==> config.mk <==
export PLATFORM = sky130hd
export DESIGN_NAME = wimax_interleaver
export DESIGN_NICKNAME = d
export VERILOG_FILES = /design/src/rtl/wimax_interleaver.sv
export SDC_FILE = /design/constraint.sdc
export NUM_CORES = 1
export LEC_CHECK = 0
export CAP_MARGIN = 20
export CELL_PAD_IN_SITES_DETAIL_PLACEMENT = 1
export CELL_PAD_IN_SITES_GLOBAL_PLACEMENT = 1
export CORE_MARGIN = 3
export CORE_UTILIZATION = 38
export CTS_CLUSTER_DIAMETER = 150
export DETAILED_ROUTE_END_ITERATION = 6
export DONT_BUFFER_PORTS = 1
export MAX_ROUTING_LAYER = met4
export PLACE_DENSITY = 0.63
export SKIP_LAST_GASP = 1
export SYNTH_ARGS = -nofsm -noshare
export SYNTH_HDL_FRONTEND = slang
export SYNTH_SLANG_ARGS = --single-unit
==> constraint.sdc <==
create_clock -name clk -period 3.7 [get_ports clk]
set_input_delay 0.74 -clock clk [delete_from_list [all_inputs] [get_ports clk]]
set_output_delay 0.74 -clock clk [all_outputs]
set_load 0.02 [all_outputs]
==> src/rtl/wimax_interleaver.sv <==
// WiMAX QPSK bit interleaver: serial in, 802.16 block permutation, serial out.
// Ping-pong banks let a new block be written while the previous one is read out.
module wimax_interleaver #(
    parameter int NCBPS = 192,
    parameter int NCPC  = 2,
    parameter int D     = 16
) (
    input  logic clk,
    input  logic reset,
    input  logic data_in,
    input  logic valid_in,
    output logic data_out,
    output logic valid_out,
    output logic block_start
);
    localparam int ROWS = NCBPS / D;
    localparam int AW   = $clog2(NCBPS);
    localparam int CW   = $clog2(D);
    localparam int RW   = $clog2(ROWS);

    localparam logic [AW-1:0] ADDR_LAST = AW'(NCBPS - 1);
    localparam logic [AW-1:0] ROW_STEP  = AW'(ROWS);
    localparam logic [CW-1:0] COL_LAST  = CW'(D - 1);
    localparam logic [RW-1:0] ROW_LAST  = RW'(ROWS - 1);

    if (NCPC != 2) begin : g_ncpc_unsupported
        $error("wimax_interleaver supports NCPC=2 (QPSK) only");
    end

    typedef enum logic {IDLE, READ} state_t;

    logic [NCBPS-1:0] bank [2];

    logic [CW-1:0] col;
    logic [RW-1:0] row;
    logic [AW-1:0] m;
    logic          wr_sel;
    logic          wr_last;
    logic [1:0]    full;
    logic          clr_full;

    state_t        state, nxt_state;
    logic [AW-1:0] rd_addr, nxt_addr;
    logic          rd_sel, nxt_sel;

    assign wr_last = valid_in && (col == COL_LAST) && (row == ROW_LAST);

    // m tracks 12*col + row incrementally so no multiplier is needed
    always_ff @(posedge clk or posedge reset) begin
        if (reset) begin
            col    <= '0;
            row    <= '0;
            m      <= '0;
            wr_sel <= 1'b0;
        end else if (valid_in) begin
            if (col == COL_LAST) begin
                col <= '0;
                if (row == ROW_LAST) begin
                    row    <= '0;
                    m      <= '0;
                    wr_sel <= ~wr_sel;
                end else begin
                    row <= row + 1'b1;
                    m   <= AW'(row) + AW'(1);
                end
            end else begin
                col <= col + 1'b1;
                m   <= m + ROW_STEP;
            end
        end
    end

    always_ff @(posedge clk) begin
        if (valid_in) begin
            bank[wr_sel][m] <= data_in;
        end
    end

    always_ff @(posedge clk or posedge reset) begin
        if (reset) begin
            full <= '0;
        end else begin
            if (clr_full) full[rd_sel] <= 1'b0;
            if (wr_last)  full[wr_sel] <= 1'b1;
        end
    end

    // The full flag drops as the last address is emitted, so the writer may
    // refill that bank on the very next edge.
    always_comb begin
        nxt_state = state;
        nxt_addr  = rd_addr;
        nxt_sel   = rd_sel;
        clr_full  = 1'b0;
        unique case (state)
            IDLE: begin
                if (full[rd_sel]) begin
                    nxt_state = READ;
                    nxt_addr  = '0;
                end else if (full[~rd_sel]) begin
                    nxt_state = READ;
                    nxt_addr  = '0;
                    nxt_sel   = ~rd_sel;
                end
            end
            READ: begin
                if (rd_addr == ADDR_LAST) begin
                    nxt_sel   = ~rd_sel;
                    nxt_addr  = '0;
                    nxt_state = full[~rd_sel] ? READ : IDLE;
                end else begin
                    nxt_addr = rd_addr + 1'b1;
                    clr_full = (nxt_addr == ADDR_LAST);
                end
            end
            default: nxt_state = IDLE;
        endcase
    end

    always_ff @(posedge clk or posedge reset) begin
        if (reset) begin
            state       <= IDLE;
            rd_addr     <= '0;
            rd_sel      <= 1'b0;
            data_out    <= 1'b0;
            valid_out   <= 1'b0;
            block_start <= 1'b0;
        end else begin
            state       <= nxt_state;
            rd_addr     <= nxt_addr;
            rd_sel      <= nxt_sel;
            valid_out   <= (nxt_state == READ);
            block_start <= (nxt_state == READ) && (nxt_addr == '0);
            data_out    <= (nxt_state == READ) && bank[nxt_sel][nxt_addr];
        end
    end

    a_no_overwrite: assert property (@(posedge clk) disable iff (reset)
        !(valid_in && full[wr_sel]));

endmodule

[After elaboration in Yosys (flattened, before gate mapping)]
Memories as Yosys holds them, arrays and structs flattened.
Cells that the tools add are included.
Cells by class
  mux-type cells: 34
  add/subtract/negate cells: 5
  bitwise logic cells: 6
  reduce and logical (&&, ||, !) cells: 10
  order comparisons: 8
  equal/unequal tests: 4
Operators with widths (count)
  $mux W192: 1
  $mux W8: 4
  $lt A8 B9 Y1 const B: 2
  $mux W1: 17
  $eq A8 B8 Y1 const B: 2
  $pmux W8 S2: 1
  $add A4 B1 Y4 const B: 2
  $add A8 B1 Y8 const B: 1
  $add A8 B4 Y8 const B: 1
  $bmux W1 S8: 1
  $demux W1 S8: 1
  $eq A4 B4 Y1 const B: 2
  $ge A8 B1 Y1 const B: 1
  $logic_not A8 Y1: 1
  $mux W4: 2
  $logic_and A1 B1 Y1: 7
  $lt A1 B2 Y1 const B: 3
  $add A4 B1 Y5 const B: 1
  $mux W5: 1
  $mux W2: 2
  $pmux W1 S2: 2
  $not A1 Y1: 3
  $reduce_and A3 Y1: 1
  $and A2 B2 Y2: 1
  5 further kinds: 7
Storage, ports and cells
  logic and storage cells: 78
  output and inout port bits: 3
  memories kept: 1
  bits in registers: 31
  RAM bits: 384
Memories
  bank: words 2, bits a word 192, read ports 1, clocked after memory_dff 0, wr ports 1, RTL line 32  | logic [NCBPS-1:0] bank [2];

[Logic depth before layout (Yosys ltp)]
Gate-level depths: netlist (run 1).
An unclocked memory read counts as a cell.
  depth after elaboration: 10
  depth in mapped cells: 15
  mapped depth without buffers: 12

[Worst setup path after synthesis (run 1)]
No wires, ideal clock.
  kind: reg-to-reg
  from: register rd_addr[0]
  to: register data_out
  stages on the path, launching flop included: 15
  setup time: 0.138 ns
  buffers on the path: 3
  data required time: 3.562 ns
  slack: 0.212 ns
  arrival time: 3.349 ns
  cell sequence: dfrtp_1 > clkinv_1 > clkbuf_1 > clkbuf_1 > ha_1 > nor2b_1 > nor2_1 > or4_1 > buf_4 > a211oi_2 > nor4_1 > mux2_2 > a2111o_1 > nand4_1 > a211oi_2
On the way
  cells in the longest elaborated chain, start to end: 7
Ends and longest elaborated chain
  start, declared: RTL line 43  | logic [AW-1:0] rd_addr, nxt_addr;
  start signal, assigned: RTL line 130  | rd_addr <= nxt_addr;
  branches (longest 6 deep; another with $add A8 B1 Y8)
  $logic_and A1 B1 Y1 (*): RTL line 134  | data_out <= (nxt_state == READ) && bank[nxt_sel][nxt_addr];
  end signal, assigned: RTL line 134
  end, declared: RTL line 12  | output logic data_out,
Mark *: on every way between the ends. The select of a mux whose other input is x is not followed.
A chain may end at the register's enable or synchronous reset.

[Worst setup path in the final report (run 1)]
  from: register full[0]
  to: register data_out
On the way
  cells in the longest elaborated chain, start to end: 9
Ends and longest elaborated chain
  start, declared: RTL line 39  | logic [1:0] full;
  start signal, assigned: RTL line 81  | full <= '0;
  start signal, assigned by index: RTL line 83  | if (clr_full) full[rd_sel] <= 1'b0;
  start signal, assigned by index: RTL line 84  | if (wr_last) full[wr_sel] <= 1'b1;
  $mux W1 (not written as such) (2 in a row): RTL line 100, 110
  $mux W1: RTL line 100  | end else if (full[~rd_sel]) begin
  $mux W1: RTL line 97  | if (full[rd_sel]) begin
  $pmux W1 S2: RTL line 95  | unique case (state)
  $mem_v2 Z2 W192
  $bmux W1 S8: RTL line 134
  $mux W1 (not written as such): RTL line 134
  $logic_and A1 B1 Y1 (*): RTL line 134
Mark *: on every way between the ends. The rest lies on a longest branch, timed or not. The select of a mux whose other input is x is not followed.

==> impl_metrics.json, run 1 <==
{
  "ant_nets": 0,
  "placed_area_um2": 23920,
  "core_um2": 58360,
  "r2r-start": "full[0]",
  "critPathMaxStageDelay_ns": 0.72,
  "grt_pass1_wl_um": 129300,
  "r2r_setup_slack_ns": 0.1,
  "setup_tns_ns": 0,
  "clk_pin_slew_worst_paths_ns": 0.06,
  "reg2reg_to": "data_out",
  "die_h_um": 250.1,
  "grt_max_degree": 385,
  "tightest_slew_ns": 1.117,
  "grt_antenna_before_repair": 1,
  "fin_crit_sh": 0.9730,
  "fmax_mhz": 277.8,
  "grt_usage": 0.2780,
  "dr.pass1.iters": 5,
  "crit_type": "register to register",
  "synth_top_area_frac": 0.5091,
  "ys_seq_elements": 415,
  "final.min_clock_period_ns": 3.600,
  "synth.area.top_cells": "edfxtp_1 51%, nor2_1 7.7%, nand2_1 4.2%",
  "cts_tree": "done",
  "synth_edf_count": 384,
  "status": "completed",
  "ys_types": 91,
  "syn_area_um2": 22650,
  "slowest_stage": "or3_2",
  "setup_viol": 0,
  "gp_congestion": 0.9256,
  "synth_flop_cell": "edfxtp_1",
  "final_layout_size_suffix_gt1_frac": 0.1129,
  "synth_cells": 2318,
  "cpLargestDelayFamily": "compound AO/OA/AOI/OAI gates",
  "synth_top_area_cell": "edfxtp_1",
  "syn_nets": 2331,
  "startpoint_type": "register",
  "dp_hpwl_um": 54930,
  "wl_per_cell_um": 28.04,
  "pin_count": 7,
  "synth_warnings": 0,
  "synthToLayoutAreaGrowth_pct": 12.38,
  "worstSetupEndpointType": "register",
  "post-cts-setup-buffers": 0,
  "post-route-util": 0.4362,
  "synth-async-reset-ratio": 0.07470,
  "synth_area_per_cell_um2": 9.772,
  "h-tree-depth": 2,
  "ys_seq_area_frac": 0.5433,
  "cts_sinks": 415,
  "num_vias": 19510,
  "rows": 88,
  "critPathBufInv": 2,
  "hold_path.class": "input pin to async pin",
  "p_per_area_nw_per_um2": 435.0,
  "insertion_delay_ns": 0.60,
  "reg2reg_depth": 11,
  "cts_buffers": 48,
  "cp_data_arrival_time_ns": 4.11,
  "drc": 0,
  "drtIter0Drc": 1904,
  "path_max_fanout": 41,
  "vias_per_cell": 6.322,
  "grt-ovfl-total": 0,
  "wl_um": 86520,
  "max_cap_viol_count": 0,
  "diodes": 0,
  "grt_setup_unrepaired": "false",
  "cts_buffer_depth": 3,
  "io_buffers": 0,
  "relSlewSlack": 0.2536,
  "power_leakage_nw": 8.150,
  "cts_root_buffer": "clkbuf_16",
  "nets": 2297,
  "crit_chain": "or3_2, buf_4, nand3_2, buf_12, a2bb2oi_1, mux2i_1, o41ai_1, o221ai_1, o2111ai_1, o311ai_1, a211oi_2",
  "peakVddDrop_v": 0.0003747,
  "grt_pass1_vias": 19860,
  "finalInstanceArea_um2": 25460,
  "start_util": 0.3881,
  "finClkSkew_ns": 0.01129,
  "die_area_um2": 62570,
  "hold_viol_final": 0,
  "finalMaxSlewViolations": 0,
  "die_x_um": 250.1,
  "cp_data_required_time_ns": 4.21
}
[how the worst max path moves through the flow]
stage	from	endpoint	cells after the start
after floorplan	rd_addr[0]	data_out	14
after global placement	full[0]	data_out	10
after detailed placement	full[0]	data_out	10
after CTS	rd_addr[0]	data_out	13
after global routing	rd_addr[0]	data_out	11
final	full[0]	data_out	11
[layer usage]
layer	share of wire	GRT usage
met1	0.44	0.3848
met2	0.46	0.4289
met3	0.074	0.04008
met4	0.027	0.07598
met5	0	-
[flip-flops by register name, summed over array words and instances (netlist names)]
| name | count |
|---|---|
| rd_sel | 1 |
| bank | 384 |
| row | 4 |
| data_out | 1 |
| wr_sel | 1 |
| block_start | 1 |
| rd_addr | 8 |
| state | 1 |
| full | 2 |
| col | 4 |
| m | 8 |
[cell type report]
class                      count  area [um2]
clock buffer                  64        1323
sequential                   415       12320
fill                        6470       32900
clock inverter                23       143.9
multi-input combinational   1641        9334
inverter                      41       157.7
tap                          765       957.2
timing repair buffer         137        1225
[cell usage after synthesis, drive strengths merged (11+ instances only)]
master / n
a211oi: 35
nand2: 254
dfrtp: 31
a21oi: 82
o221ai: 29
nand3: 103
buf: 71
nand4: 22
a32oi: 12
nor2: 467
inv: 40
o31ai: 13
edfxtp: 384
a2111oi: 14
mux2i: 59
a31oi: 39
o211ai: 51
and3: 49
mux2: 13
o21ai: 95
clkbuf: 150
nor3: 24
o22ai: 30
a2bb2oi: 16
o32ai: 11
nand2b: 14
a311oi: 16
[cells in the final DEF (no fill, tap or decap), drive strengths merged, types with 12 or more instances in the layout]
master / n
nand4: 22
nor3: 24
nand2b: 14
edfxtp: 384
o31ai: 13
o21ai: 95
a32oi: 12
nand2: 254
mux2i: 59
clkinv: 21
nand3: 103
o22ai: 30
dfrtp: 31
inv: 41
o221ai: 29
nor2: 467
and3: 49
o211ai: 51
clkbuf: 65
a21oi: 82
mux2: 13
buf: 136
a211oi: 35
a311oi: 16
a2bb2oi: 16
a31oi: 39
a2111oi: 14
[power breakdown]
group | switching (W) | total [W] | internal [W]
Combinational | 0.000886 | 0.00113 | 0.000242
Clock | 0.00199 | 0.00457 | 0.00257
Sequential | 0.000151 | 0.00538 | 0.00523
Total | 0.00303 | 0.0111 | 0.00804
[kinds of logic (layout without fill, tap and decap cells)]
| family | after synthesis | count (layout) | synth area share |
|---|---|---|---|
| xor gates and xnor gates | 10 | 10 | 0.003867 |
| AOI/OAI and AO/OA | 561 | 561 | 0.1774 |
| buffers and inverters | 262 | 265 | 0.04739 |
| and+or+nand+nor | 989 | 989 | 0.1905 |
| muxes | 72 | 72 | 0.03254 |
| DFF | 415 | 415 | 0.5433 |
| adders and majority gates | 9 | 9 | 0.004972 |
[metrics by stage]
step                      setup slack, ns  cells  total power (W)  hold slack (ns)
after floorplan                    0.2124   2318         0.006065           0.4655
after global placement            -0.1232   2998         0.006565           0.4871
after detailed placement          -0.1256   2998         0.006595           0.5084
after CTS                         0.06318   3085          0.01116           0.2175
after global routing             0.001509   3086          0.01143           0.2452
final                             0.09982   3086          0.01107           0.2299
[timing repair]
action	4_1_cts	5_1_grt
hold buffers	0	0
pin swaps	0	3
setup endpoints to repair	1	1
gates cloned	0	1
resized for setup	2	10
No activity file was read; power rests on OpenSTA's default activity.
==> run 2, diff against run 1 <==
--- a/config.mk
+++ b/config.mk
@@ -12,6 +12,4 @@
 export CORE_UTILIZATION = 38
-export CTS_CLUSTER_DIAMETER = 150
 export DETAILED_ROUTE_END_ITERATION = 6
 export DONT_BUFFER_PORTS = 1
-export MAX_ROUTING_LAYER = met4
 export PLACE_DENSITY = 0.63
==> constraint.sdc (replaced) <==
create_clock -name clk -period 3.7 [get_ports clk]
set_input_delay 0.37 -clock clk [delete_from_list [all_inputs] [get_ports clk]]
set_output_delay 0.37 -clock clk [all_outputs]
set_load 0.02 [all_outputs]
==> impl_metrics.json, run 2 (same netlist as run 1, synthesis figures left out) <==
{
  "layout_commonest_cell": "nor2_1",
  "wl_um": 85940,
  "dr.pass1.iters": 7,
  "pin_count": 7,
  "die_h_um": 250.1,
  "crit_path_frequent_cell": "buf_4",
  "grt_pass1_wl_um": 128300,
  "status": "completed",
  "clk_pin_slew_worst_paths_ns": 0.06,
  "hold_viol_final": 0,
  "cts_sinks": 415,
  "dp_cells": 2993,
  "tightest_slew_ns": 1.052,
  "cts_buffer_depth": 3,
  "nets": 2296,
  "power_leakage_nw": 8.151,
  "drc": 0,
  "rows": 88,
  "finalMaxSlewViolations": 0,
  "whs_ns": 0.1231,
  "nFillCells": 6535,
  "insertion_delay_ns": 0.60,
  "die_area_um2": 62570,
  "cts_root_buffer": "clkbuf_16",
  "critPathBufInv": 3,
  "gp_congestion": 0.8855,
  "die_x_um": 250.1,
  "relSlewSlack": 0.2968,
  "io_buffers": 0,
  "hold_path.class": "input pin to register",
  "grt_max_degree": 385,
  "dp_hpwl_um": 54360,
  "final_layout_size_suffix_gt1_frac": 0.1120,
  "diodes": 0,
  "slowest_stage": "dfrtp_4",
  "cpLargestDelayFamily": "compound AO/OA/AOI/OAI gates",
  "post-route-util": 0.4370,
  "peakVddDrop_v": 0.0003574,
  "drtIter0Drc": 1895,
  "p_per_area_nw_per_um2": 435.2,
  "synthToLayoutAreaGrowth_pct": 12.59,
  "grt_usage": 0.2677,
  "largest_reg_flops": 384,
  "cp_data_required_time_ns": 4.22,
  "setup_viol": 0,
  "startpoint_type": "register",
  "top_regs": "bank: 384 flops, m: 8 flops, rd_addr: 8 flops",
  "path_max_fanout": 32,
  "worstSetupEndpointType": "register",
  "grt_setup_unrepaired": "false",
  "crit_type": "register to register",
  "core_um2": 58360,
  "fmax_mhz": 272.7,
  "grt-ovfl-total": 0,
  "grt_pass1_vias": 19860,
  "finClkSkew_ns": 0.02260,
  "fin_cells": 3087,
  "grt_antenna_before_repair": 1,
  "critPathMaxStageDelay_ns": 0.51,
  "start_util": 0.3881,
  "crit_chain": "ha_1, buf_4, xnor2_1, a2bb2oi_2, buf_4, nor2_1, buf_4, o211ai_1, o311ai_0, o211ai_1, o2111ai_1, a211oi_2",
  "h-tree-depth": 2,
  "cp_data_arrival_time_ns": 4.18,
  "num_vias": 19480,
  "max_cap_viol_count": 0,
  "wl_per_cell_um": 27.84,
  "cts_buffers": 48,
  "cts_tree": "done",
  "fin_crit_sh": 0.9911,
  "vias_per_cell": 6.310,
  "mostFrequentLayoutCells": "463 x nor2_1, 384 x edfxtp_1, 252 x nand2_1, 114 x buf_4, 102 x nand3_1",
  "ant_nets": 0,
  "final.min_clock_period_ns": 3.667,
  "largest-register": "bank"
}
-- run 2: changes by cell type in the layout (fill, tap and decap cells not counted), sizes merged --
cell / change
buf: -2
clkinvlp: +2
dlygate4sd3: +2
bufinv: -1
clkbuf: +1
clkinv: -1
-- run 2: through the flow --
step / area, um2 / setup slack, ns / TNS, ns / power [W]
2_1_floorplan: 22650 / 0.2124 / 0 / 0.006065
3_3_place_gp: 23890 / -0.4232 / -0.4232 / 0.006548
3_5_place_dp: 23890 / -0.3585 / -0.3585 / 0.006587
4_1_cts: 25380 / 0.02112 / 0 / 0.01110
5_1_grt: 25500 / 0.009233 / 0 / 0.01147
6_report: 25500 / 0.03283 / 0 / 0.01110
-- run 2: cell type report --
type / count / area (um2) / area share
Clock buffer: 66 / 1330 / 0.05215
Clock inverter: 23 / 123.9 / 0.004857
Inverter: 41 / 157.7 / 0.006182
Multi-Input combinational cell: 1641 / 9345 / 0.3664
Sequential cell: 415 / 12320 / 0.4829
Tap cell: 765 / 957.2 / 0.03753
Timing Repair Buffer: 136 / 1274 / 0.04994
-- run 2: worst paths after layout --
| path | slack [ns] | end | depth (start not counted) | start |
|---|---|---|---|---|
| setup / recovery | 0.03 | data_out | 12 | rd_addr[0] |
| hold / removal | 0.12 | m[5] | 2 | valid_in |
| setup reg to reg | 0.03 | data_out | 12 | rd_addr[0] |
| hold reg to reg | 0.51 | col[3] | 1 | col[3] |
| max in group asynchronous | 2.54 | rd_addr[0] | 3 | reset |
| min in group asynchronous | 0.38 | wr_sel | 2 | reset |
-- run 2: power breakdown --
group          leakage (nW)  switching, W  internal (W)
registers              3.83      0.000156       0.00523
clock network         0.718       0.00201       0.00251
logic                  3.60      0.000938      0.000253
total                  8.15       0.00310       0.00799
-- run 2: timing repair --
| action | CTS | global route |
|---|---|---|
| buffers inserted | 0 | 0 |
| setup endpoints to repair | 1 | 1 |
| resized for setup | 5 | 9 |
| endpoints found under the hold margin | 311 | 181 |
| hold buffers | 2 | 3 |
-- run 2: per-layer routing --
layer	share of wire	GRT usage	vias up
met5	0	0	-
met4	0.031	0.08587	0
met3	0.070	0.04039	162
met2	0.45	0.4214	740
met1	0.45	0.3806	10050
li1	-	-	8527
